--- config.mk ---
export PLATFORM = sky130hd
export DESIGN_NAME = eca_outbuf_drain_flat
export DESIGN_NICKNAME = d
export VERILOG_FILES = /design/src/rtl/eca_outbuf_drain_if.sv /design/src/rtl/eca_outbuf_drain.sv /design/src/flat_wrapper.sv
export SDC_FILE = /design/constraint.sdc
export NUM_CORES = 1
export LEC_CHECK = 0
export ABC_CLOCK_PERIOD_IN_PS = 2800
export CAP_MARGIN = 20
export CORE_ASPECT_RATIO = 2
export CORE_MARGIN = 4
export CORE_UTILIZATION = 50
export DETAILED_ROUTE_END_ITERATION = 10
export PLACE_DENSITY = 0.76
export SLEW_MARGIN = 20
export SYNTH_ARGS = -nofsm -noshare
export SYNTH_HDL_FRONTEND = slang
export SYNTH_SLANG_ARGS = --single-unit
--- constraint.sdc ---
create_clock -name clk -period 2.8 [get_ports clk]
set_input_delay 0.84 -clock clk [delete_from_list [all_inputs] [get_ports clk]]
set_output_delay 0.84 -clock clk [all_outputs]
set_load 0.05 [all_outputs]
--- src/rtl/eca_outbuf_drain_if.sv ---
// Output-buffer read port plus parity-packet valid/ready stream for eca_outbuf_drain.
// master = the drain block, slave = output buffer + packet consumer.
interface eca_outbuf_drain_if #(
  parameter int DATA_W = 32,
  parameter int PKT_W  = 8,
  parameter int IDX_W  = 2
);
  logic              outbuf_empty;
  logic              outbuf_rd_req;
  logic              outbuf_rd_data_val;
  logic [DATA_W-1:0] outbuf_rd_data;
  logic              pkt_valid;
  logic              pkt_ready;
  logic [PKT_W-1:0]  pkt_data;
  logic [IDX_W-1:0]  pkt_idx;
  logic              pkt_last;

  modport master (
    input  outbuf_empty, outbuf_rd_data_val, outbuf_rd_data, pkt_ready,
    output outbuf_rd_req, pkt_valid, pkt_data, pkt_idx, pkt_last
  );

  modport slave (
    output outbuf_empty, outbuf_rd_data_val, outbuf_rd_data, pkt_ready,
    input  outbuf_rd_req, pkt_valid, pkt_data, pkt_idx, pkt_last
  );
endinterface

--- src/rtl/eca_outbuf_drain.sv ---
// Pulls parity words from the engine output buffer into a credit-controlled FIFO and
// serializes each into m_eff packets. Optional word counter: ECA_OUTBUF_DRAIN_STATS_EN.
module eca_outbuf_drain #(
  parameter int K_MAX         = 4,
  parameter int W             = 4,
  parameter int PACKET_LENGTH = 2,
  parameter int M_MAX         = 4,
  parameter int FIFO_DEPTH    = 4,
  parameter int DATA_W        = W * PACKET_LENGTH * K_MAX,
  parameter int PKT_W         = W * PACKET_LENGTH
) (
  input  logic                       clk,
  input  logic                       rstn,
  input  logic                       drain_en_i,
  input  logic [$clog2(M_MAX)-1:0]   m_val_i,
  eca_outbuf_drain_if.master         bus,
  output logic                       busy_o,
  output logic                       done_o,
  output logic                       err_unexp_val_o,
  output logic [15:0]                word_cnt_o
);
  localparam int IDX_W = $clog2(M_MAX);
  localparam int PTR_W = $clog2(FIFO_DEPTH);
  localparam int CNT_W = PTR_W + 1;
  localparam logic [IDX_W:0] M_MAX_C = (IDX_W + 1)'(M_MAX);
  localparam logic [IDX_W:0] M_ONE   = (IDX_W + 1)'(1);
  localparam logic [CNT_W:0] DEPTH_C = (CNT_W + 1)'(FIFO_DEPTH);

  typedef enum logic [1:0] {IDLE, RUN, DRAIN} state_e;

  state_e             state_q, state_d;
  logic [IDX_W:0]     m_eff_q, m_eff_d;
  logic               rd_req_q, rd_req_d;
  logic               outstanding_q, outstanding_d;
  logic               err_q, err_d;
  logic               done_q, done_d;
  logic               rst_hold_q;
  logic [PTR_W-1:0]   wr_ptr_q, wr_ptr_d;
  logic [PTR_W-1:0]   rd_ptr_q, rd_ptr_d;
  logic [CNT_W-1:0]   count_q, count_d;
  logic [IDX_W-1:0]   idx_q, idx_d;
  logic [DATA_W-1:0]  mem_q [FIFO_DEPTH];

  logic              accept, val_seen, push_req, push, pop, fire, last_beat;
  logic              fifo_full, fifo_nempty, overflow, unexp, credit_ok;
  logic [DATA_W-1:0] head;

  // A request only counts as accepted when the buffer actually had a word; this
  // keeps the one-cycle-late empty flag from creating phantom outstanding reads.
  assign accept      = rd_req_q & ~bus.outbuf_empty;
  assign val_seen    = bus.outbuf_rd_data_val & ~rst_hold_q;
  assign push_req    = val_seen & outstanding_q;
  assign unexp       = val_seen & ~outstanding_q;
  assign fifo_full   = (count_q == CNT_W'(FIFO_DEPTH));
  assign fifo_nempty = (count_q != '0);
  assign last_beat   = ({1'b0, idx_q} == (m_eff_q - M_ONE));
  assign fire        = fifo_nempty & bus.pkt_ready;
  assign pop         = fire & last_beat;
  assign push        = push_req & (~fifo_full | pop);
  assign overflow    = push_req & fifo_full & ~pop;
  assign head        = mem_q[rd_ptr_q];

  always_comb begin
    // NOTE: every signal gets a default before any branch so no path infers a latch.
    state_d       = state_q;
    m_eff_d       = m_eff_q;
    done_d        = 1'b0;
    wr_ptr_d      = wr_ptr_q;
    rd_ptr_d      = rd_ptr_q;
    idx_d         = idx_q;
    count_d       = count_q + CNT_W'(push) - CNT_W'(pop);
    outstanding_d = accept | (outstanding_q & ~push_req);
    err_d         = err_q | unexp | overflow;

    unique case (state_q)
      IDLE: begin
        if (drain_en_i) begin
          state_d = RUN;
          m_eff_d = (m_val_i == '0) ? M_MAX_C : {1'b0, m_val_i};
        end
      end
      RUN: begin
        if (!drain_en_i) state_d = DRAIN;
      end
      DRAIN: begin
        if (drain_en_i) begin
          state_d = RUN;
        end else if (!fifo_nempty && !outstanding_q && !rd_req_q) begin
          state_d = IDLE;
          done_d  = 1'b1;
        end
      end
      default: state_d = IDLE;
    endcase

    if (push) wr_ptr_d = wr_ptr_q + PTR_W'(1);
    if (pop)  rd_ptr_d = rd_ptr_q + PTR_W'(1);
    if (fire) idx_d = last_beat ? '0 : idx_q + IDX_W'(1);

    // Credit looks at next-cycle occupancy, which already includes the request now on the bus.
    credit_ok = ({1'b0, count_d} + (CNT_W + 1)'(outstanding_d)) < DEPTH_C;
    rd_req_d  = (state_d == RUN) && !bus.outbuf_empty && credit_ok;
  end

  always_ff @(posedge clk or negedge rstn) begin
    if (!rstn) begin
      state_q       <= IDLE;
      m_eff_q       <= '0;
      rd_req_q      <= 1'b0;
      outstanding_q <= 1'b0;
      err_q         <= 1'b0;
      done_q        <= 1'b0;
      rst_hold_q    <= 1'b1;
      wr_ptr_q      <= '0;
      rd_ptr_q      <= '0;
      count_q       <= '0;
      idx_q         <= '0;
    end else begin
      // NOTE: registers use non-blocking assignment so each one samples pre-edge values.
      state_q       <= state_d;
      m_eff_q       <= m_eff_d;
      rd_req_q      <= rd_req_d;
      outstanding_q <= outstanding_d;
      err_q         <= err_d;
      done_q        <= done_d;
      rst_hold_q    <= 1'b0;
      wr_ptr_q      <= wr_ptr_d;
      rd_ptr_q      <= rd_ptr_d;
      count_q       <= count_d;
      idx_q         <= idx_d;
    end
  end

  // NOTE: FIFO storage has no reset; count gates every read and outputs are masked while empty.
  always_ff @(posedge clk) begin
    if (push) mem_q[wr_ptr_q] <= bus.outbuf_rd_data;
  end

  assign bus.outbuf_rd_req = rd_req_q;
  assign bus.pkt_valid     = fifo_nempty;
  assign bus.pkt_data      = fifo_nempty ? head[int'(idx_q) * PKT_W +: PKT_W] : '0;
  assign bus.pkt_idx       = fifo_nempty ? idx_q : '0;
  assign bus.pkt_last      = fifo_nempty & last_beat;
  assign busy_o            = (state_q != IDLE);
  assign done_o            = done_q;
  assign err_unexp_val_o   = err_q;

`ifdef ECA_OUTBUF_DRAIN_STATS_EN
  logic [15:0] word_cnt_q;

  always_ff @(posedge clk or negedge rstn) begin
    if (!rstn) begin
      word_cnt_q <= '0;
    end else if (state_q == IDLE && state_d == RUN) begin
      word_cnt_q <= '0;
    end else if (state_q != IDLE && pop && word_cnt_q != 16'hFFFF) begin
      word_cnt_q <= word_cnt_q + 16'd1;
    end
  end

  assign word_cnt_o = word_cnt_q;
`else
  assign word_cnt_o = '0;
`endif
endmodule

--- src/flat_wrapper.sv ---
// flat-port wrapper written by rule: the top's interface ports become plain ports
module eca_outbuf_drain_flat 
#(
  parameter int K_MAX         = 4,
  parameter int W             = 4,
  parameter int PACKET_LENGTH = 2,
  parameter int M_MAX         = 4,
  parameter int FIFO_DEPTH    = 4,
  parameter int DATA_W        = W * PACKET_LENGTH * K_MAX,
  parameter int PKT_W         = W * PACKET_LENGTH
)
  (clk, rstn, drain_en_i, m_val_i, busy_o, done_o, err_unexp_val_o, word_cnt_o, bus_outbuf_empty, bus_outbuf_rd_data_val, bus_outbuf_rd_data, bus_pkt_ready, bus_outbuf_rd_req, bus_pkt_valid, bus_pkt_data, bus_pkt_idx, bus_pkt_last);
  eca_outbuf_drain_if #(.DATA_W(DATA_W), .PKT_W(PKT_W), .IDX_W((2))) bus_i ();
  input  logic clk;
  input  logic rstn;
  input  logic drain_en_i;
  input  logic [$clog2(M_MAX)-1:0] m_val_i;
  output logic busy_o;
  output logic done_o;
  output logic err_unexp_val_o;
  output logic [15:0] word_cnt_o;
  input wire logic [$bits(bus_i.outbuf_empty)-1:0] bus_outbuf_empty;
  input wire logic [$bits(bus_i.outbuf_rd_data_val)-1:0] bus_outbuf_rd_data_val;
  input wire logic [$bits(bus_i.outbuf_rd_data)-1:0] bus_outbuf_rd_data;
  input wire logic [$bits(bus_i.pkt_ready)-1:0] bus_pkt_ready;
  output wire logic [$bits(bus_i.outbuf_rd_req)-1:0] bus_outbuf_rd_req;
  output wire logic [$bits(bus_i.pkt_valid)-1:0] bus_pkt_valid;
  output wire logic [$bits(bus_i.pkt_data)-1:0] bus_pkt_data;
  output wire logic [$bits(bus_i.pkt_idx)-1:0] bus_pkt_idx;
  output wire logic [$bits(bus_i.pkt_last)-1:0] bus_pkt_last;
  assign bus_i.outbuf_empty = bus_outbuf_empty;
  assign bus_i.outbuf_rd_data_val = bus_outbuf_rd_data_val;
  assign bus_i.outbuf_rd_data = bus_outbuf_rd_data;
  assign bus_i.pkt_ready = bus_pkt_ready;
  assign bus_outbuf_rd_req = bus_i.outbuf_rd_req;
  assign bus_pkt_valid = bus_i.pkt_valid;
  assign bus_pkt_data = bus_i.pkt_data;
  assign bus_pkt_idx = bus_i.pkt_idx;
  assign bus_pkt_last = bus_i.pkt_last;
  eca_outbuf_drain #(.K_MAX(K_MAX), .W(W), .PACKET_LENGTH(PACKET_LENGTH), .M_MAX(M_MAX), .FIFO_DEPTH(FIFO_DEPTH), .DATA_W(DATA_W), .PKT_W(PKT_W)) u_core (.clk(clk), .rstn(rstn), .drain_en_i(drain_en_i), .m_val_i(m_val_i), .bus(bus_i), .busy_o(busy_o), .done_o(done_o), .err_unexp_val_o(err_unexp_val_o), .word_cnt_o(word_cnt_o));
endmodule
# After elaboration in Yosys (flattened, before gate mapping)
# Memory sizes are Yosys's and may differ from the RTL's.
# Index checks and enable logic that the tools add are counted.
[word_totals]
mem_count = 1
rom_bits = 0
latch_bits = 0
ram_bits = 128
input_bits = 40
out_inout_bits = 32
elab_cells = 74
register_bits = 19
[classes]
shifts = 1
bitwise_logic = 21
magnitude_cmp = 1
n_reduce_logical = 13
n_div = 0
muxes = 14
n_eq_ne = 5
addsub = 7
multipliers = 0
[mem_list]
columns = ["memory", "depth", "width", "read_ports", "rd_clocked_by_memory_dff", "write_ports", "line_no", "rtl"]
rows = [
  ["u_core.mem_q", 4, 32, 1, 0, 1, "eca_outbuf_drain.sv:42", "logic [DATA_W-1:0] mem_q [FIFO_DEPTH];"],
]
[op_table]
columns = ["op", "count"]
rows = [
  ["32-bit by 6-bit variable part select with 8-bit output", 1],
  ["2-bit two-way mux", 6],
  ["1-bit bitwise AND", 11],
  ["8-bit two-way mux", 1],
  ["2-bit by 1-bit adder with 2-bit output, second input constant", 3],
  ["1-bit inverter", 6],
  ["2-bit one-hot mux with 3 select lines", 1],
  ["1-bit two-way mux", 5],
  ["3-bit by 1-bit adder with 4-bit output", 1],
  ["2-bit by 1-bit == test with 1-bit output, second input constant", 2],
  ["1-bit logical AND", 4],
  ["1-bit zero test", 4],
  ["2-bit zero test", 2],
  ["4-bit by 3-bit less-than comparator with 1-bit output, second input constant", 1],
  ["1-bit bitwise OR", 4],
  ["3-bit by 1-bit adder with 3-bit output", 1],
  ["2-bit by 3-bit == test with 1-bit output", 1],
  ["3-bit == test, second input constant", 1],
  ["3-bit two-way mux", 1],
  ["3-bit nonzero test", 1],
  ["3-bit by 1-bit subtractor with 3-bit output", 1],
  ["3-bit by 1-bit subtractor with 3-bit output, second input constant", 1],
  ["2-bit == test, second input constant", 1],
  ["2-bit AND reduction", 1],
  ["2-bit nonzero test", 1],
]

# Depth between registers and ports, before layout
# Gate-level depths: netlist of run 1.
[depth]
depth_word = 10
mapped_depth = 11
ltp_nobuf = 11

# Worst setup path before layout of run 1
# OpenSTA, ideal clock, no wires.
[synth_path]
kind = "register to output"
start = "register u_core.rd_ptr_q[1]"
end = "output bus_pkt_data[6]"
arrival_time_ns = 2.206
path_buffers = 2
slack_ns = -0.246
stages_incl_launch_ff = 6
required_time_ns = 1.960
cell_sequence = "dfrtp_1 buf_2 clkbuf_1 nand3b_1 o211ai_1 o31ai_1"
[synth_between]
elab_chain_len = 3
[synth_lines]
columns = ["item", "line_no", "rtl"]
rows = [
  ["start: declaration", "eca_outbuf_drain.sv:39", "logic [PTR_W-1:0] rd_ptr_q, rd_ptr_d;"],
  ["start signal: assignment", "eca_outbuf_drain.sv:128", "rd_ptr_q <= rd_ptr_d;"],
  ["memory 4 x 32 bit", "-", ""],
  ["32-bit by 6-bit variable part select with 8-bit output", "eca_outbuf_drain.sv:141", "assign bus.pkt_data = fifo_nempty ? head[int'(idx_q) * PKT_W +: PKT_W] : '0;"],
  ["8-bit two-way mux", "eca_outbuf_drain.sv:141", ""],
  ["end: declaration", "flat_wrapper.sv:28", "output wire logic [$bits(bus_i.pkt_data)-1:0] bus_pkt_data;"],
]
# No other way between the ends.

# Final worst setup path of run 1
[layout_path]
start = "register u_core.rd_ptr_q[0]"
end = "output bus_pkt_data[0]"
# The elaborated chain is that of the path after synthesis.

==> results of run 1 <==
## flip-flops by register name, summed over array words and instances (netlist names)
signal / count
u_core.bus.outbuf_rd_req: 1
u_core.count_q: 3
u_core.done_o: 1
u_core.err_unexp_val_o: 1
u_core.idx_q: 2
u_core.m_eff_q: 3
u_core.mem_q: 128
u_core.outstanding_q: 1
u_core.rd_ptr_q: 2
u_core.rst_hold_q: 1
u_core.state_q: 2
u_core.wr_ptr_q: 2
## worst max-delay path by stage
stage	to	slack, ps	cells after the start
finish	bus_pkt_data[0]	-130	6
global route	bus_pkt_data[0]	-220	6
CTS	bus_pkt_data[6]	-170	6
detailed placement	u_core.bus.outbuf_rd_req	-330	10
global placement	u_core.bus.outbuf_rd_req	-240	10
floorplan	u_core.mem_q[0][0]	130	4
## worst reg2reg max path: cells and delay by family (launching register included)
kind	cells	cell delay, ps
compound gates	2	440
xor+xnor	3	500
fa+ha+maj	3	840
buf+inv	3	260
flops	1	370
simple gates	1	140
## cells by family after synthesis
group | share of synthesized area
compound gates | 0.0351
xor+xnor | 0.0157
fa+ha+maj | 0.0159
buf+inv | 0.0362
flops | 0.722
mux | 0.126
other cells | 0.000627
simple gates | 0.0483
## area by class of cell
class | count | share of cell area
sequential | 147 | 0.562
multi-input combinational | 147 | 0.206
timing repair buffer | 91 | 0.125
clock buffer | 18 | 0.0558
tap | 145 | 0.0236
clock inverter | 14 | 0.0229
inverter | 9 | 0.00439
## repair_timing
action,CTS,global route
cloned,1,1
resized for setup,11,20
buffers inserted,5,6
setup endpoints to repair,10,10
pin swaps,3,7
hold buffers,0,0
## synth_stat cells, types with 2 or more instances
library cell | number | share of area
o21ai_0 | 4 | 0.0033
nand3b_1 | 3 | 0.0038
ha_1 | 6 | 0.013
xnor2_1 | 7 | 0.010
buf_2 | 2 | 0.0017
nand3_1 | 2 | 0.0017
dfrtp_1 | 18 | 0.075
nor3b_1 | 3 | 0.0038
nand2b_1 | 4 | 0.0042
o31ai_1 | 2 | 0.0025
clkbuf_1 | 4 | 0.0025
edfxtp_1 | 128 | 0.64
xor2_2 | 2 | 0.0054
nor2_1 | 5 | 0.0031
mux4_2 | 30 | 0.11
nand2_1 | 16 | 0.010
inv_1 | 8 | 0.0050
a22oi_1 | 14 | 0.018
buf_4 | 19 | 0.024
mux2i_1 | 4 | 0.0067
mux2_2 | 2 | 0.0038
and2_1 | 6 | 0.0063
## through the flow
step	TNS (ps)	setup WS, ps	instances	util
after detailed placement	-461	-329	527	0.586
after CTS	-1150	-175	565	0.646
final	-876	-134	571	0.657
after floorplan	0	126	330	-
after global routing	-1530	-221	571	0.657
after global placement	-284	-235	527	0.585
## layer usage
metal	vias to the layer above	GRT usage	share of wire
met5	-	0	0
met4	0	0.0663	0.013
met1	1641	0.199	0.36
li1	1410	-	-
met3	13	0.0456	0.040
met2	95	0.331	0.59
## report_power, final
part / switching [mW] / total, mW / internal, mW
registers: 0.113 / 2.67 / 2.55
logic: 1.79 / 3.28 / 1.49
clock network: 0.895 / 2.31 / 1.41
total: 2.80 / 8.25 / 5.45
==> metrics.md, run 1 <==
| Metric | Value |
|---|---|
| Ys flop type | edfxtp_1 |
| Final setup viols | 8 |
| Commonest non-fill, non-tap cell in the layout | edfxtp_1 |
| Layout cell share with drive strength beyond 1 | 0.317 |
| Hold Vio Cnt, Final | 0 |
| DIE WIDTH | 85.3 um |
| WL final | 12000 um |
| Number of global-route vias before repair | 3417 |
| Share of flip-flops with an asynchronous set or reset | 0.129 |
| Via count | 3159 |
| FF+latch area | 4320 um^2 |
| MaxCap Viol Count | 0 |
| Diodes inserted | 0 |
| Die footprint | 13900 um^2 |
| Maximum buffer depth of the clock tree | 2 |
| Num CTS Buffers | 17 |
| Hold Slack | 486 ps |
| Final period util | 1.05 |
| DRC | 0 |
| YS warnings | 0 |
| Io pins | 72 |
| HP Class | reg2reg |
| DRT iter0 DRCs | 183 |
| Critical path type | reg2out |
| Core area | 11700 um^2 |
| Post-route clock skew | 7.10 ps |
| Total power | 8.25 mW |
| Worst-Margin Slew | 586 ps |
| Max H-tree Level | 4 |
| Hold path depth | 1 |
| #FFs+latches synth | 147 |
| Final nets | 460 |
| Seq/Total Area, Yosys | 0.722 |
| HP Start | u_core.err_unexp_val_o |
| Final slew viol count | 0 |
| Buf/Inv on CP | 3 |
| Netlist Area Pre-Place | 5980 um^2 |
| Area grow syn2layout | 28.6% |
| CTS root buffer | clkbuf_16 |
| Worst Setup SP | u_core.rd_ptr_q[0] |
| CP peak stage delay | 510 ps |
| CP max FO | 7 |
| DRT Pass-1 Iters | 4 |
| Grt total ovfl | 0 |
| Sequence of cells on the critical path | buf_4 -> buf_12 -> mux4_2 -> a22oi_2 -> nand2_1 -> buf_6 |
| P_leak | 2.70 nW |
| Avg Inst Size Synth | 19.1 um^2 |
| Instance area at placement | 6860 um^2 |
| # fillers | 800 |
| Initial Util | 0.511 |
| Critical Path End Type | primary output |
| CP max-delay cell | mux4_2 |
| Pwr Density | 1070 nW/um^2 |
| Initial antenna violation count | 0 |
| Tot GR Track Use | 0.181 |
| Commonest non-fill, non-tap cells in the layout | edfxtp_1, clkdlybuf4s50_1, mux4_2, buf_4, clkbuf_16 |
| First-pass GRT wire length | 18400 um |
| Status | finished, violations left |
| Multi-input gate area | 1580 um^2 |
| Clock slew at reported path FFs | 60 ps |
| Violated checks | setup timing |
| Final GP Congestion | 0.787 |
| Design area | 7690 um^2 |
| Cells after Synth | 314 |
| Fmax | 341 MHz |
| Clk sinks | 147 |
| Yosys cell types | 47 |
| Period minus WS final | 2930 ps |
| RSZ-0062 raised after global routing | yes |
| Clock latency on the worst-skew pair | 410 ps |
| Relative slew slack | 0.609 |
| CTS tree | yes |
| Peak supply drop | 0.000617 V |
| R2R Setup Slk | 150 ps |
| Antenna Nets Post-Route | 0 |
| R2r worst-path depth | 12 |
| Drt wl/cell | 21.0 um |
| Critical path arrival | 2090 ps |
| Post-synth EDFFs | 128 |
| R2r endpoint | u_core.bus.outbuf_rd_req |
| Data required, critical path | 1960 ps |
| Largest net degree at the start of global routing | 36 |
| Dpl hpwl | 7440 um |
| Crit-path leading delay family | multiplexers |
| Vias per cell | 5.53 |
| Die height | 163 um |
| CP Launch Type | flip-flop |
| Port bufs | 55 |
| Rows | 56 |
| Hold endpoint | u_core.err_unexp_val_o |
| Post-route setup slack | -134 ps |
| Crit Reg-Reg Startpoint | u_core.m_eff_q[0] |
(Power assumes the default switching activity.)
==> inputs of run 2 (changes only) <==
--- a/config.mk
+++ b/config.mk
@@ -12,6 +12,8 @@
 export CORE_UTILIZATION = 50
 export DETAILED_ROUTE_END_ITERATION = 10
 export PLACE_DENSITY = 0.76
+export SKIP_CTS_REPAIR_TIMING = 1
+export SKIP_LAST_GASP = 1
 export SLEW_MARGIN = 20
 export SYNTH_ARGS = -nofsm -noshare
 export SYNTH_HDL_FRONTEND = slang
==> run 2 against run 1 <==
  * The run still ends with setup timing left
  * Clock skew up 0.76 ps
  * Utilization fell by 1.2 points
  * Largest power group unchanged
  * Routed wire length shrank 3.7%
==> metrics.md, run 2 (synthesis gave the netlist of run 1 again) <==
| Metric | Value |
|---|---|
| Status | finished, violations left |
| Violated checks | setup timing |
| CTS tree | yes |
| Final setup viols | 8 (unchanged) |
| # fillers | 825 (+3.1%) |
| HP Class | reg2reg |
| Core area | 11700 um^2 (unchanged) |
| First-pass GRT wire length | 17900 um (-2.4%) |
| Logic pwr share | 0.375 (-0.022) |
| Layout cell share with drive strength beyond 1 | 0.284 (-0.0325) |
| Initial Util | 0.511 (unchanged) |
| NetSw | 2.69 mW (-3.8%) |
| Area grow syn2layout | 26.3% |
| Fmax | 338 MHz (-0.95%) |
| Cell-internal power | 5.26 mW (-3.5%) |
| Post-route clock skew | 7.87 ps (+0.763 ps) |
| Hold Vio Cnt, Final | 0 (unchanged) |
| CP Launch Type | flip-flop |
| Hold Slack | 484 ps (-1.84 ps) |
| RSZ-0062 raised after global routing | yes |
| Total power | 7.95 mW (-3.6%) |
| Final nets | 456 (-0.87%) |
| Final slew viol count | 0 (unchanged) |
| Tot GR Track Use | 0.176 (-0.00466) |
| Rows | 56 (unchanged) |
| Final period util | 1.06 (+0.0100) |
| Post-route setup slack | -162 ps (-28.0 ps) |
| Final GP Congestion | 0.787 (unchanged) |
| Clock latency on the worst-skew pair | 420 ps (about the same) |
| Critical path arrival | 2120 ps (+30 ps) |
| Top reg by flops | u_core.mem_q |
| Worst-Margin Slew | 585 ps (-0.517 ps) |
| Layout Utilization | 0.646 (-0.0117) |
| Num CTS Buffers | 17 (unchanged) |
| Via count | 3067 (-2.9%) |
| Die height | 163 um (unchanged) |
| Dpl hpwl | 7440 um (unchanged) |
| CTS root buffer | clkbuf_16 |
| Largest net degree at the start of global routing | 36 (unchanged) |
| Sequential power share | 0.335 (+0.012) |
| DIE WIDTH | 85.3 um (unchanged) |
| Hold path depth | 1 (unchanged) |
| Setup TNS | -880 ps (-4.07 ps) |
| CP max-delay cell | mux4_2 |
| Commonest non-fill, non-tap cells in the layout | edfxtp_1, clkdlybuf4s50_1, buf_4, mux4_2 |
| CP most frequent cell | buf_12 |
| Period minus WS final | 2960 ps (+28.0 ps) |
| WL final | 11500 um (-3.7%) |
| Grt total ovfl | 0 (unchanged) |
| Commonest non-fill, non-tap cell in the layout | edfxtp_1 |
| Clk sinks | 147 (unchanged) |
| Antenna Nets Post-Route | 0 (unchanged) |
| Initial antenna violation count | 0 (unchanged) |
| Critical path type | reg2out |
| CP max FO | 16 (+9) |
| Peak supply drop | 0.000618 V (about the same) |
| Relative slew slack | 0.609 (about the same) |
| CP peak stage delay | 510 ps (about the same) |
| Clock slew at reported path FFs | 50 ps (about the same) |
| R2r worst-path depth | 12 (unchanged) |
| Number of global-route vias before repair | 3355 (-1.8%) |
| DRT Pass-1 Iters | 4 (unchanged) |
| Port bufs | 55 (unchanged) |
| Io pins | 72 (unchanged) |
| Vias per cell | 5.41 (-2.2%) |
| Sw Ratio | 0.338 (-0.000689) |
| Die footprint | 13900 um^2 (unchanged) |
| Sequence of cells on the critical path | buf_12 -> mux4_2 -> or2b_1 -> nand4_1 -> o31ai_2 -> buf_12 |
| P_leak | 2.66 nW (-1.5%) |
| Data required, critical path | 1960 ps (about the same) |
| DRT iter0 DRCs | 155 (-15%) |
| Maximum buffer depth of the clock tree | 2 (unchanged) |
| Max reg flops | 128 (unchanged) |
| Max H-tree Level | 4 (unchanged) |
| Clock share of power | 0.290 (+0.010) |
| DP Worst Slack | -329 ps (unchanged) |
| Biggest regs | u_core.mem_q (128), u_core.count_q (3), u_core.m_eff_q (3) |
| Pwr Density | 1050 nW/um^2 (-1.9%) |
| DRC | 0 (unchanged) |
| Critical Path End Type | primary output |
| Drt wl/cell | 20.3 um (-3.0%) |
| MaxCap Viol Count | 0 (unchanged) |
| Diodes inserted | 0 (unchanged) |
==> run 2: cell count changes in the layout (fill, tap and decap cells not counted), moves of 2 or more <==
cell	previous run	this run
a22oi_2	11	2
buf_4	29	33
buf_12	10	8
buf_6	6	1
a22oi_1	3	12
==> run 2: metal layers <==
metal / routed length [um] / global-route usage
met1: 4120 / 0.195
met2: 6780 / 0.320
met3: 473 / 0.0451
met4: 158 / 0.0663
met5: 0 / 0
==> run 2: layout make-up <==
cell class	count	area, um^2	area share
Clock buffer	18	429	0.0568
Clock inverter	14	176	0.0234
Inverter	9	33.8	0.00447
Multi-Input combinational cell	147	1530	0.203
Sequential cell	147	4320	0.572
Tap cell	145	181	0.0240
Timing Repair Buffer	87	877	0.116
==> run 2: through the flow <==
| step | instance area (um^2) | std cells |
|---|---|---|
| 6_report | 7550 | 567 |
| 3_3_place_gp | 6850 | 527 |
| 3_5_place_dp | 6860 | 527 |
| 5_1_grt | 7550 | 567 |
| 2_1_floorplan | 6050 | 330 |
| 4_1_cts | 7460 | 559 |
==> run 2: power groups by stage <==
stage | Sequential [mW] | Clock [mW] | Combinational [mW]
floorplan | 2.71 | 0 | 1.93
global placement | 2.68 | 0 | 2.85
detailed placement | 2.70 | 0 | 2.88
CTS | 2.66 | 2.34 | 2.89
global route | 2.68 | 2.45 | 3.17
finish | 2.66 | 2.31 | 2.98
==> run 2: worst paths after layout <==
check	startpoint	to	slack [ps]
setup reg to reg	u_core.m_eff_q[0]	u_core.bus.outbuf_rd_req	110
max in group asynchronous	rstn	u_core.rst_hold_q	1770
hold / removal	u_core.err_unexp_val_o	u_core.err_unexp_val_o	480
min in group asynchronous	rstn	u_core.bus.outbuf_rd_req	760
hold reg to reg	u_core.err_unexp_val_o	u_core.err_unexp_val_o	480
setup / recovery	u_core.rd_ptr_q[0]	bus_pkt_data[6]	-160
==> run 2: worst max-delay path, delay by kind of cell (launching register included) <==
kind | cells | cell delay [ps]
buffers and inverters | 2 | 340
AND/OR/NAND/NOR | 2 | 320
AO/OA/AOI/OAI | 1 | 110
multiplexers | 1 | 510
flip-flops | 1 | 420
==> inputs of run 3 (changes only) <==
--- a/config.mk
+++ b/config.mk
@@ -12,9 +12,11 @@
 export CORE_UTILIZATION = 50
 export DETAILED_ROUTE_END_ITERATION = 10
 export PLACE_DENSITY = 0.76
+export RECOVER_POWER = 25
 export SKIP_CTS_REPAIR_TIMING = 1
 export SKIP_LAST_GASP = 1
 export SLEW_MARGIN = 20
 export SYNTH_ARGS = -nofsm -noshare
 export SYNTH_HDL_FRONTEND = slang
 export SYNTH_SLANG_ARGS = --single-unit
+export TNS_END_PERCENT = 1
==> run 3 against run 2 <==
  * The run still ends with setup timing left
  * Die area unchanged
  * Combinational power down 2%
  * Register-to-register slack improved by 40 ps
  * Largest power group unchanged
  * Worst setup slack better by 5.1 ps
  * Critical endpoint unchanged
==> metrics.md, run 3 (synthesis gave the netlist of run 1 again) <==
| Metric | Value |
|---|---|
| P_leak | 2.65 nW (-0.68%) |
| Period minus WS final | 2960 ps (-5.10 ps) |
| WL final | 11500 um (-0.48%) |
| Hold Slack | 484 ps (+0.00100 ps) |
| Core area | 11700 um^2 (unchanged) |
| Die height | 163 um (unchanged) |
| MaxCap Viol Count | 0 (unchanged) |
| Total power | 7.88 mW (-0.96%) |
| Vias per cell | 5.45 (+0.66%) |
| Port bufs | 55 (unchanged) |
| Hold path depth | 1 (unchanged) |
| Dpl hpwl | 7440 um (unchanged) |
| Num CTS Buffers | 17 (unchanged) |
| Area grow syn2layout | 25.6% |
| RSZ-0062 raised after global routing | yes |
| Maximum buffer depth of the clock tree | 2 (unchanged) |
| HP Start | u_core.err_unexp_val_o |
| Crit Reg-Reg Startpoint | u_core.m_eff_q[0] |
| Clock latency on the worst-skew pair | 420 ps (about the same) |
| Commonest non-fill, non-tap cells in the layout | edfxtp_1, mux4_2, buf_4, clkdlybuf4s50_1 |
| Pwr Density | 1050 nW/um^2 (-0.40%) |
| Hold Vio Cnt, Final | 0 (unchanged) |
| Layout Utilization | 0.642 (-0.00364) |
| CP Launch Type | flip-flop |
| Post-route setup slack | -157 ps (+5.10 ps) |
| Via count | 3071 (+0.13%) |
| DRT iter0 DRCs | 156 (+0.65%) |
| Placed insts | 527 (unchanged) |
| Initial Util | 0.511 (unchanged) |
| R2R Setup Slk | 150 ps (+40 ps) |
| Fmax | 338 MHz (+0.17%) |
| Clock slew at reported path FFs | 50 ps (about the same) |
| Data required, critical path | 1960 ps (about the same) |
| Layout cell share with drive strength beyond 1 | 0.272 (-0.0123) |
| Biggest regs | u_core.mem_q (128), u_core.count_q (3), u_core.m_eff_q (3) |
| Top reg by flops | u_core.mem_q |
| Final GP Congestion | 0.787 (unchanged) |
| Rows | 56 (unchanged) |
| Peak supply drop | 0.000616 V (-0.25%) |
| # fillers | 832 (+0.85%) |
| DRC | 0 (unchanged) |
| R2r worst-path depth | 11 (-1) |
| Relative slew slack | 0.298 (-0.311) |
| Violated checks | setup timing |
| Number of global-route vias before repair | 3355 (unchanged) |
| R2r endpoint | u_core.bus.outbuf_rd_req |
| Largest net degree at the start of global routing | 36 (unchanged) |
| Worst-Margin Slew | 1050 ps (+467 ps) |
| First-pass GRT wire length | 17900 um (unchanged) |
| Critical Path End Type | primary output |
| CTS tree | yes |
| CTS root buffer | clkbuf_16 |
| Drt wl/cell | 20.3 um (about the same) |
| Max reg flops | 128 (unchanged) |
| Diodes inserted | 0 (unchanged) |
| CP max FO | 16 (unchanged) |
| Antenna Nets Post-Route | 0 (unchanged) |
| HP Class | reg2reg |
| Final cell count without fillers | 564 (-0.53%) |
| Critical path arrival | 2120 ps (about the same) |
| Status | finished, violations left |
| Final slew viol count | 0 (unchanged) |
| Final period util | 1.06 (-0.00182) |
| DRT Pass-1 Iters | 4 (unchanged) |
| Post-route clock skew | 7.99 ps (+0.121 ps) |
| Final nets | 453 (-0.66%) |
| Tot GR Track Use | 0.176 (unchanged) |
| Critical path type | reg2out |
| Clk sinks | 147 (unchanged) |
| Commonest non-fill, non-tap cell in the layout | edfxtp_1 |
| Initial antenna violation count | 0 (unchanged) |
| DIE WIDTH | 85.3 um (unchanged) |
| Die footprint | 13900 um^2 (unchanged) |
| Grt total ovfl | 0 (unchanged) |
| Final setup viols | 10 (+2) |
| Hold endpoint | u_core.err_unexp_val_o |
| Io pins | 72 (unchanged) |
| Max H-tree Level | 4 (unchanged) |
[run 3: per-layer routing]
metal | vias up | global-route usage | part of all wire
met1 | 1593 | 0.195 | 0.36
met2 | 67 | 0.320 | 0.59
met5 | - | 0 | 0
met3 | 12 | 0.0451 | 0.038
met4 | 0 | 0.0663 | 0.014
li1 | 1399 | - | -
[run 3: power by group]
| part | switching [mW] | internal, mW |
|---|---|---|
| combinational | 1.66 | 1.25 |
| clock | 0.892 | 1.41 |
| sequential | 0.108 | 2.55 |
[run 3: final cells by class]
cell class | count | area (um^2) | area share
Tap cell | 145 | 181 | 0.0242
Inverter | 9 | 33.8 | 0.00450
Sequential cell | 147 | 4320 | 0.575
Clock inverter | 14 | 176 | 0.0235
Timing Repair Buffer | 84 | 848 | 0.113
Clock buffer | 18 | 429 | 0.0571
Multi-Input combinational cell | 147 | 1520 | 0.202
[run 3: worst max-delay path by stage]
stage                            start                  endpoint  slack, ps  cells past startpoint
finish              u_core.rd_ptr_q[0]           bus_pkt_data[6]       -160                      6
global route        u_core.rd_ptr_q[0]           bus_pkt_data[6]       -250                      6
CTS                  u_core.count_q[0]           bus_pkt_data[1]       -240                      6
detailed placement       bus_pkt_ready  u_core.bus.outbuf_rd_req       -330                     10
global placement         bus_pkt_ready  u_core.bus.outbuf_rd_req       -240                     10
floorplan                bus_pkt_ready        u_core.mem_q[0][0]        130                      4
[run 3: worst max-delay path: stages, from the launching register on]
cell and delay [ps]:
dfrtp_2 420, buf_12 190, mux4_2 500, or2b_1 230, nand4_1 90, o31ai_2 110
buf_12 160
[run 3: stage by stage]
step	setup WS, ps	TNS [ps]	instance area (um^2)
6_report	-157	-956	7510
5_1_grt	-249	-2000	7510
4_1_cts	-238	-1940	7460
3_5_place_dp	-329	-461	6860
3_3_place_gp	-235	-284	6850
2_1_floorplan	126	0	6050
